### config.mk
export PLATFORM = sky130hd
export DESIGN_NAME = lz4_token_fifo_arb_flat
export DESIGN_NICKNAME = d
export VERILOG_FILES = /design/src/rtl/lz4_token_fifo_arb_if.sv /design/src/rtl/lz4_token_fifo_arb.sv /design/src/flat_wrapper.sv
export SDC_FILE = /design/constraint.sdc
export NUM_CORES = 1
export LEC_CHECK = 0
export ABC_AREA = 1
export BUFFER_PORTS_ARGS = -buffer_cell sky130_fd_sc_hd__buf_2
export CAP_MARGIN = 0
export CORE_MARGIN = 2
export CORE_UTILIZATION = 40
export CTS_CLUSTER_DIAMETER = 100
export DETAILED_ROUTE_END_ITERATION = 10
export PLACE_DENSITY_LB_ADDON = 0.05
export SLEW_MARGIN = 25
export SYNTH_ARGS = -nofsm -noshare
export SYNTH_HDL_FRONTEND = slang
export SYNTH_SLANG_ARGS = --single-unit
### constraint.sdc
create_clock -name clk -period 2.3 [get_ports clk]
set_input_delay 0.345 -clock clk [delete_from_list [all_inputs] [get_ports clk]]
set_output_delay 0.345 -clock clk [all_outputs]
set_load 0.03 [all_outputs]
### src/rtl/lz4_token_fifo_arb_if.sv
// Token handshake and FIFO write-port bundle between two LZ4 engines, the arbiter and the token FIFO.
// slave is the arbiter's view; master is the environment (engines plus FIFO) driving it.
interface lz4_token_fifo_arb_if #(
    parameter int TOK_W = 47,
    parameter int CNT_W = 10
);
    logic [TOK_W-1:0] src0_din;
    logic             src0_valid;
    logic             src0_ready;
    logic [TOK_W-1:0] src1_din;
    logic             src1_valid;
    logic             src1_ready;
    logic [TOK_W-1:0] fifo_din;
    logic             fifo_wr_en;
    logic             fifo_full;
    logic [CNT_W-1:0] fifo_data_count;

    modport slave (
        input  src0_din, src0_valid, src1_din, src1_valid, fifo_full, fifo_data_count,
        output src0_ready, src1_ready, fifo_din, fifo_wr_en
    );

    modport master (
        output src0_din, src0_valid, src1_din, src1_valid, fifo_full, fifo_data_count,
        input  src0_ready, src1_ready, fifo_din, fifo_wr_en
    );
endinterface

### src/rtl/lz4_token_fifo_arb.sv
// Round-robin whole-block arbiter for the shared LZ4 token FIFO write port; accept-to-write is 1 cycle.
// Owner's ready follows FIFO space (counting the in-flight write); the non-owner is held off.
module lz4_token_fifo_arb #(
    parameter int TOK_W      = 47,
    parameter int FIFO_DEPTH = 512,
    parameter int CNT_W      = 10,
    parameter int BLK_CNT_W  = 16
) (
    input  logic                 clk,
    input  logic                 rst,
    lz4_token_fifo_arb_if.slave  bus,
    output logic [1:0]           grant,
    output logic                 busy,
    output logic [BLK_CNT_W-1:0] blk_cnt0,
    output logic [BLK_CNT_W-1:0] blk_cnt1
);
    typedef enum logic [1:0] {IDLE = 2'd0, OWN0 = 2'd1, OWN1 = 2'd2} state_t;

    localparam logic [CNT_W:0] SPACE_LIMIT = (CNT_W+1)'(FIFO_DEPTH - 2);

    state_t         state;
    logic           last_owner;
    logic [CNT_W:0] fill_sum;
    logic           space_ok;
    logic           acc0;
    logic           acc1;
    logic           last0;
    logic           last1;

    always_comb begin
        fill_sum = {1'b0, bus.fifo_data_count} + {{CNT_W{1'b0}}, bus.fifo_wr_en};
        space_ok = !bus.fifo_full && (fill_sum <= SPACE_LIMIT);
    end

    // Gated by rst so nothing is accepted while reset is held, whatever the state was.
    assign bus.src0_ready = !rst && (state == OWN0) && space_ok;
    assign bus.src1_ready = !rst && (state == OWN1) && space_ok;

    assign acc0  = bus.src0_valid && bus.src0_ready;
    assign acc1  = bus.src1_valid && bus.src1_ready;
    assign last0 = bus.src0_din[TOK_W-1];
    assign last1 = bus.src1_din[TOK_W-1];
    assign busy  = (grant != 2'b00) || bus.fifo_wr_en;

    always_ff @(posedge clk) begin
        if (rst) begin
            state          <= IDLE;
            grant          <= 2'b00;
            last_owner     <= 1'b1;
            bus.fifo_wr_en <= 1'b0;
            bus.fifo_din   <= '0;
            blk_cnt0       <= '0;
            blk_cnt1       <= '0;
        end else begin
            bus.fifo_wr_en <= acc0 || acc1;
            if (acc0) begin
                bus.fifo_din <= bus.src0_din;
            end else if (acc1) begin
                bus.fifo_din <= bus.src1_din;
            end

            case (state)
                IDLE: begin
                    if (bus.src0_valid && (!bus.src1_valid || last_owner)) begin
                        state <= OWN0;
                        grant <= 2'b01;
                    end else if (bus.src1_valid) begin
                        state <= OWN1;
                        grant <= 2'b10;
                    end
                end
                OWN0: begin
                    if (acc0 && last0) begin
                        blk_cnt0   <= blk_cnt0 + BLK_CNT_W'(1);
                        last_owner <= 1'b0;
                        // Hand straight over to a waiting peer so back-to-back blocks need no bubble.
                        if (bus.src1_valid) begin
                            state <= OWN1;
                            grant <= 2'b10;
                        end else begin
                            state <= IDLE;
                            grant <= 2'b00;
                        end
                    end
                end
                OWN1: begin
                    if (acc1 && last1) begin
                        blk_cnt1   <= blk_cnt1 + BLK_CNT_W'(1);
                        last_owner <= 1'b1;
                        if (bus.src0_valid) begin
                            state <= OWN0;
                            grant <= 2'b01;
                        end else begin
                            state <= IDLE;
                            grant <= 2'b00;
                        end
                    end
                end
                default: begin
                    state <= IDLE;
                    grant <= 2'b00;
                end
            endcase
        end
    end
endmodule

### src/flat_wrapper.sv
// flat-port wrapper written by rule: the top's interface ports become plain ports
module lz4_token_fifo_arb_flat 
#(
    parameter int TOK_W      = 47,
    parameter int FIFO_DEPTH = 512,
    parameter int CNT_W      = 10,
    parameter int BLK_CNT_W  = 16
)
  (clk, rst, grant, busy, blk_cnt0, blk_cnt1, bus_src0_din, bus_src0_valid, bus_src1_din, bus_src1_valid, bus_fifo_full, bus_fifo_data_count, bus_src0_ready, bus_src1_ready, bus_fifo_din, bus_fifo_wr_en);
  lz4_token_fifo_arb_if #(.TOK_W(TOK_W), .CNT_W(CNT_W)) bus_i ();
  input  logic clk;
  input  logic rst;
  output logic [1:0] grant;
  output logic busy;
  output logic [BLK_CNT_W-1:0] blk_cnt0;
  output logic [BLK_CNT_W-1:0] blk_cnt1;
  input wire logic [$bits(bus_i.src0_din)-1:0] bus_src0_din;
  input wire logic [$bits(bus_i.src0_valid)-1:0] bus_src0_valid;
  input wire logic [$bits(bus_i.src1_din)-1:0] bus_src1_din;
  input wire logic [$bits(bus_i.src1_valid)-1:0] bus_src1_valid;
  input wire logic [$bits(bus_i.fifo_full)-1:0] bus_fifo_full;
  input wire logic [$bits(bus_i.fifo_data_count)-1:0] bus_fifo_data_count;
  output wire logic [$bits(bus_i.src0_ready)-1:0] bus_src0_ready;
  output wire logic [$bits(bus_i.src1_ready)-1:0] bus_src1_ready;
  output wire logic [$bits(bus_i.fifo_din)-1:0] bus_fifo_din;
  output wire logic [$bits(bus_i.fifo_wr_en)-1:0] bus_fifo_wr_en;
  assign bus_i.src0_din = bus_src0_din;
  assign bus_i.src0_valid = bus_src0_valid;
  assign bus_i.src1_din = bus_src1_din;
  assign bus_i.src1_valid = bus_src1_valid;
  assign bus_i.fifo_full = bus_fifo_full;
  assign bus_i.fifo_data_count = bus_fifo_data_count;
  assign bus_src0_ready = bus_i.src0_ready;
  assign bus_src1_ready = bus_i.src1_ready;
  assign bus_fifo_din = bus_i.fifo_din;
  assign bus_fifo_wr_en = bus_i.fifo_wr_en;
  lz4_token_fifo_arb #(.TOK_W(TOK_W), .FIFO_DEPTH(FIFO_DEPTH), .CNT_W(CNT_W), .BLK_CNT_W(BLK_CNT_W)) u_core (.clk(clk), .rst(rst), .bus(bus_i), .grant(grant), .busy(busy), .blk_cnt0(blk_cnt0), .blk_cnt1(blk_cnt1));
endmodule
==> impl_metrics.json <==
{
  "outcome": "complete, but fails checks",
  "violations": "negative setup slack",
  "clock_tree.buffer_depth": 2,
  "grt_pass1_wl_mm": 19.5,
  "path_class": "register to register",
  "dieWidth_um": 107,
  "via_per_inst": 4.85,
  "clk_pin_slew_worst_paths_ns": 0.08,
  "rsz0062_at_grt": "true",
  "die_h_um": 107,
  "pwr-share-clk_pct": 36.7,
  "synth-seq-cells": 83,
  "slew-limit-headroom_pct": 70.3,
  "r2r_end": "u_core.bus.fifo_din[5]$_SDFFE_PP0P_",
  "ir_worst_vdd_mv": 0.243,
  "p_seq_share_pct": 49.2,
  "overflow": 0,
  "grt_pass1_vias": 4325,
  "antenna_found_initial": 0,
  "initial_utilization_pct": 41.1,
  "syn_to_final_growth_pct": 52.5,
  "layout_min_cycle_time_ns": 2.32,
  "setup_slack_ns": -0.0248,
  "wl_mm": 13.2,
  "timing.rr.start": "u_core.bus.fifo_wr_en$_SDFF_PP0_",
  "cts_made_buffers": 9,
  "dr.first_iter.drc_count": 189,
  "placed_cell_area_um2": 5470,
  "yosysUniqueCellTypes": 31,
  "ys.warnings.count": 0,
  "synth-seq-area-share_pct": 39.2,
  "hp-start": "bus_src0_din[42]",
  "ant_nets": 0,
  "drv_slew": 0,
  "p_sw_share_pct": 25.5,
  "synth_area_um2": 4240,
  "combPwrFrac_pct": 14.1,
  "min_delay_worst_endpoint": "u_core.bus.fifo_din[42]$_SDFFE_PP0P_",
  "htreeDepth": 3,
  "p_total_w": 0.00299,
  "switchingPower_w": 0.000764,
  "crit_fanout": 7,
  "portBuffers": 193,
  "setup_viol": 10,
  "fin_tns_setup_ns": -0.115,
  "insertion_delay_ns": 0.35,
  "place.gp.congestion": 0.884,
  "utilization_pct": 62.6,
  "worstMarginPinSlew_ns": 0.445,
  "ios": 194,
  "syn-instance-count": 633,
  "ctsRootBufferMaster": "clkbuf_8",
  "hold_viol_final": 0,
  "nNetsFinal": 969,
  "syn_area_per_cell_um2": 6.70,
  "drive_above_1_share_pct": 41.6,
  "required_ns": 2.53,
  "total_leakage_power_nw": 3.13,
  "dp.final_hpwl_mm": 9.13,
  "endpoint_kind": "register",
  "fin_hold_ws_ns": 0.293,
  "cellInternalPower_w": 0.00223,
  "fmaxAchievable_mhz": 430,
  "synth_nets": 747,
  "clock_sinks": 83,
  "drtPass1Iterations": 5,
  "fp.dieArea_um2": 11400,
  "finalClockSkew_ns": 0.0128,
  "reg2reg_slack_ns": -0.02,
  "vias": 4820,
  "hold_buffers": 0,
  "cp.arrival_ns": 2.56,
  "avgRoutedWirePerCell_um": 13.3,
  "core_um2": 10300,
  "cts_tree": "yes",
  "reg2regPathDepth": 15,
  "min_path_cells": 3,
  "powerDensity_nw_per_um2": 463,
  "grt_use_total_pct": 21.1,
  "post-route-drc-count": 0,
  "period_share_pct": 101,
  "cap_viol_max_count": 0,
  "rows": 37,
  "n_antenna_cell": 0,
  "critPathLaunchType": "register",
  "worst_hold_path_type": "input pin to register",
  "fill_cells": 975,
  "grt_start_max_net_pins": 40,
  "finalInstanceArea_um2": 6470
}
==> layer usage <==
metal / track usage [%] / share of wire (%)
met1: 26.1 / 42
met4: 8.72 / 2.2
met5: 0 / 0
met3: 4.50 / 6.3
met2: 35.6 / 49
==> worst max-delay path, cell delays in order, from the launching register on <==
cell and delay [ns]:
dfxtp_4 0.37, ha_4 0.18, ha_4 0.26, nand3_2 0.05
inv_2 0.05, nand3_2 0.08, nor2_4 0.13, buf_6 0.10
nand3_2 0.05, nand4_1 0.20, buf_4 0.18, buf_12 0.15
clkbuf_16 0.17, o21ai_2 0.05, a21oi_1 0.11, nor2_1 0.05
==> worst max-delay path by stage <==
stage / start / end / slack, ns
floorplan: u_core.bus.fifo_wr_en$_SDFF_PP0_ / u_core.bus.fifo_din[24]$_SDFFE_PP0P_ / 0.08
global placement: bus_fifo_data_count[0] / u_core.bus.fifo_din[41]$_SDFFE_PP0P_ / -0.002
detailed placement: bus_fifo_data_count[0] / u_core.bus.fifo_din[41]$_SDFFE_PP0P_ / -0.05
CTS: u_core.bus.fifo_wr_en$_SDFF_PP0_ / bus_src0_ready / 0.007
global route: u_core.bus.fifo_wr_en$_SDFF_PP0_ / u_core.bus.fifo_din[18]$_SDFFE_PP0P_ / -0.13
finish: u_core.bus.fifo_wr_en$_SDFF_PP0_ / u_core.bus.fifo_din[5]$_SDFFE_PP0P_ / -0.02
==> through the flow <==
stage	cells	setup WS (ns)
final	994	-0.0248
after global routing	994	-0.133
after CTS	976	0.00703
after detailed placement	961	-0.0521
after global placement	961	-0.00176
after floorplan	633	0.0818
==> synthesized netlist by cell type (all sizes together) <==
library cell  number  share of area (%)
inv              102                9.0
a31oi              3               0.44
o311ai             1               0.21
xnor2              5                1.0
nor3              24                2.8
buf               14                2.6
xor2               4               0.83
and3               2               0.30
dfxtp             83                 39
nor2              86                7.8
o21ai             59                7.0
a21oi             76                 10
a21o               1               0.18
nand3             17                2.2
ha                 5                1.5
nor4               3               0.44
a211oi             1               0.18
nand2            125                 11
nand4              8                1.3
clkbuf            13                1.2
o21bai             1               0.18
==> cells by family after synthesis <==
group | Yosys count | synth area share, %
compound gates | 142 | 18.5
xor+xnor | 9 | 1.86
fa+ha+maj | 5 | 1.48
buf+inv | 129 | 12.8
flops | 83 | 39.2
simple gates | 265 | 26.1
==> final cells by class <==
class / count / area (um^2) / share of cell area, %
Timing Repair Buffer: 238 / 1580 / 24.4
Clock buffer: 11 / 131 / 2.03
Sequential cell: 83 / 1670 / 25.8
Clock inverter: 3 / 65.1 / 1.01
Tap cell: 136 / 170 / 2.63
Multi-Input combinational cell: 421 / 2460 / 38.0
Inverter: 102 / 395 / 6.11
==> sequential cells by signal, summed over array words and instances (netlist names) <==
name                   count
u_core.bus.fifo_din       47
u_core.blk_cnt1           16
u_core.blk_cnt0           16
u_core.state               2
u_core.last_owner          1
u_core.bus.fifo_wr_en      1
==> repair_timing <==
item,CTS,global route
setup endpoints to repair,2,59
gates cloned,0,11
setup buffers,3,8
pin swaps,9,27
hold endpoints to repair,0,0
resized for setup,18,132
==> cell usage in the layout (no fill, tap or decap), drive strengths merged <==
cell    netlist  final
nand4         8      8
nor2         86     86
inv         102    101
nand3        17     17
clkinv        0      2
o311ai        1      1
a211oi        1      1
nand2       125    125
clkbuf       13     19
and3          2      2
nor3         24     24
dfxtp        83     83
a21oi        76     76
nor4          3      3
xnor2         5      5
a21o          1      1
a31oi         3      3
buf          14    230
o21ai        59     59
bufinv        0      2
o21bai        1      1
ha            5      5
xor2          4      4
==> power groups by stage <==
stage	sequential, W	combinational [W]	clock, W
floorplan	0.00154	0.000146	0
global placement	0.00150	0.000347	0
detailed placement	0.00150	0.000352	0
CTS	0.00147	0.000361	0.00114
global route	0.00148	0.000458	0.00120
finish	0.00147	0.000421	0.00110
Note: power is estimated with default switching activity, not from simulation.
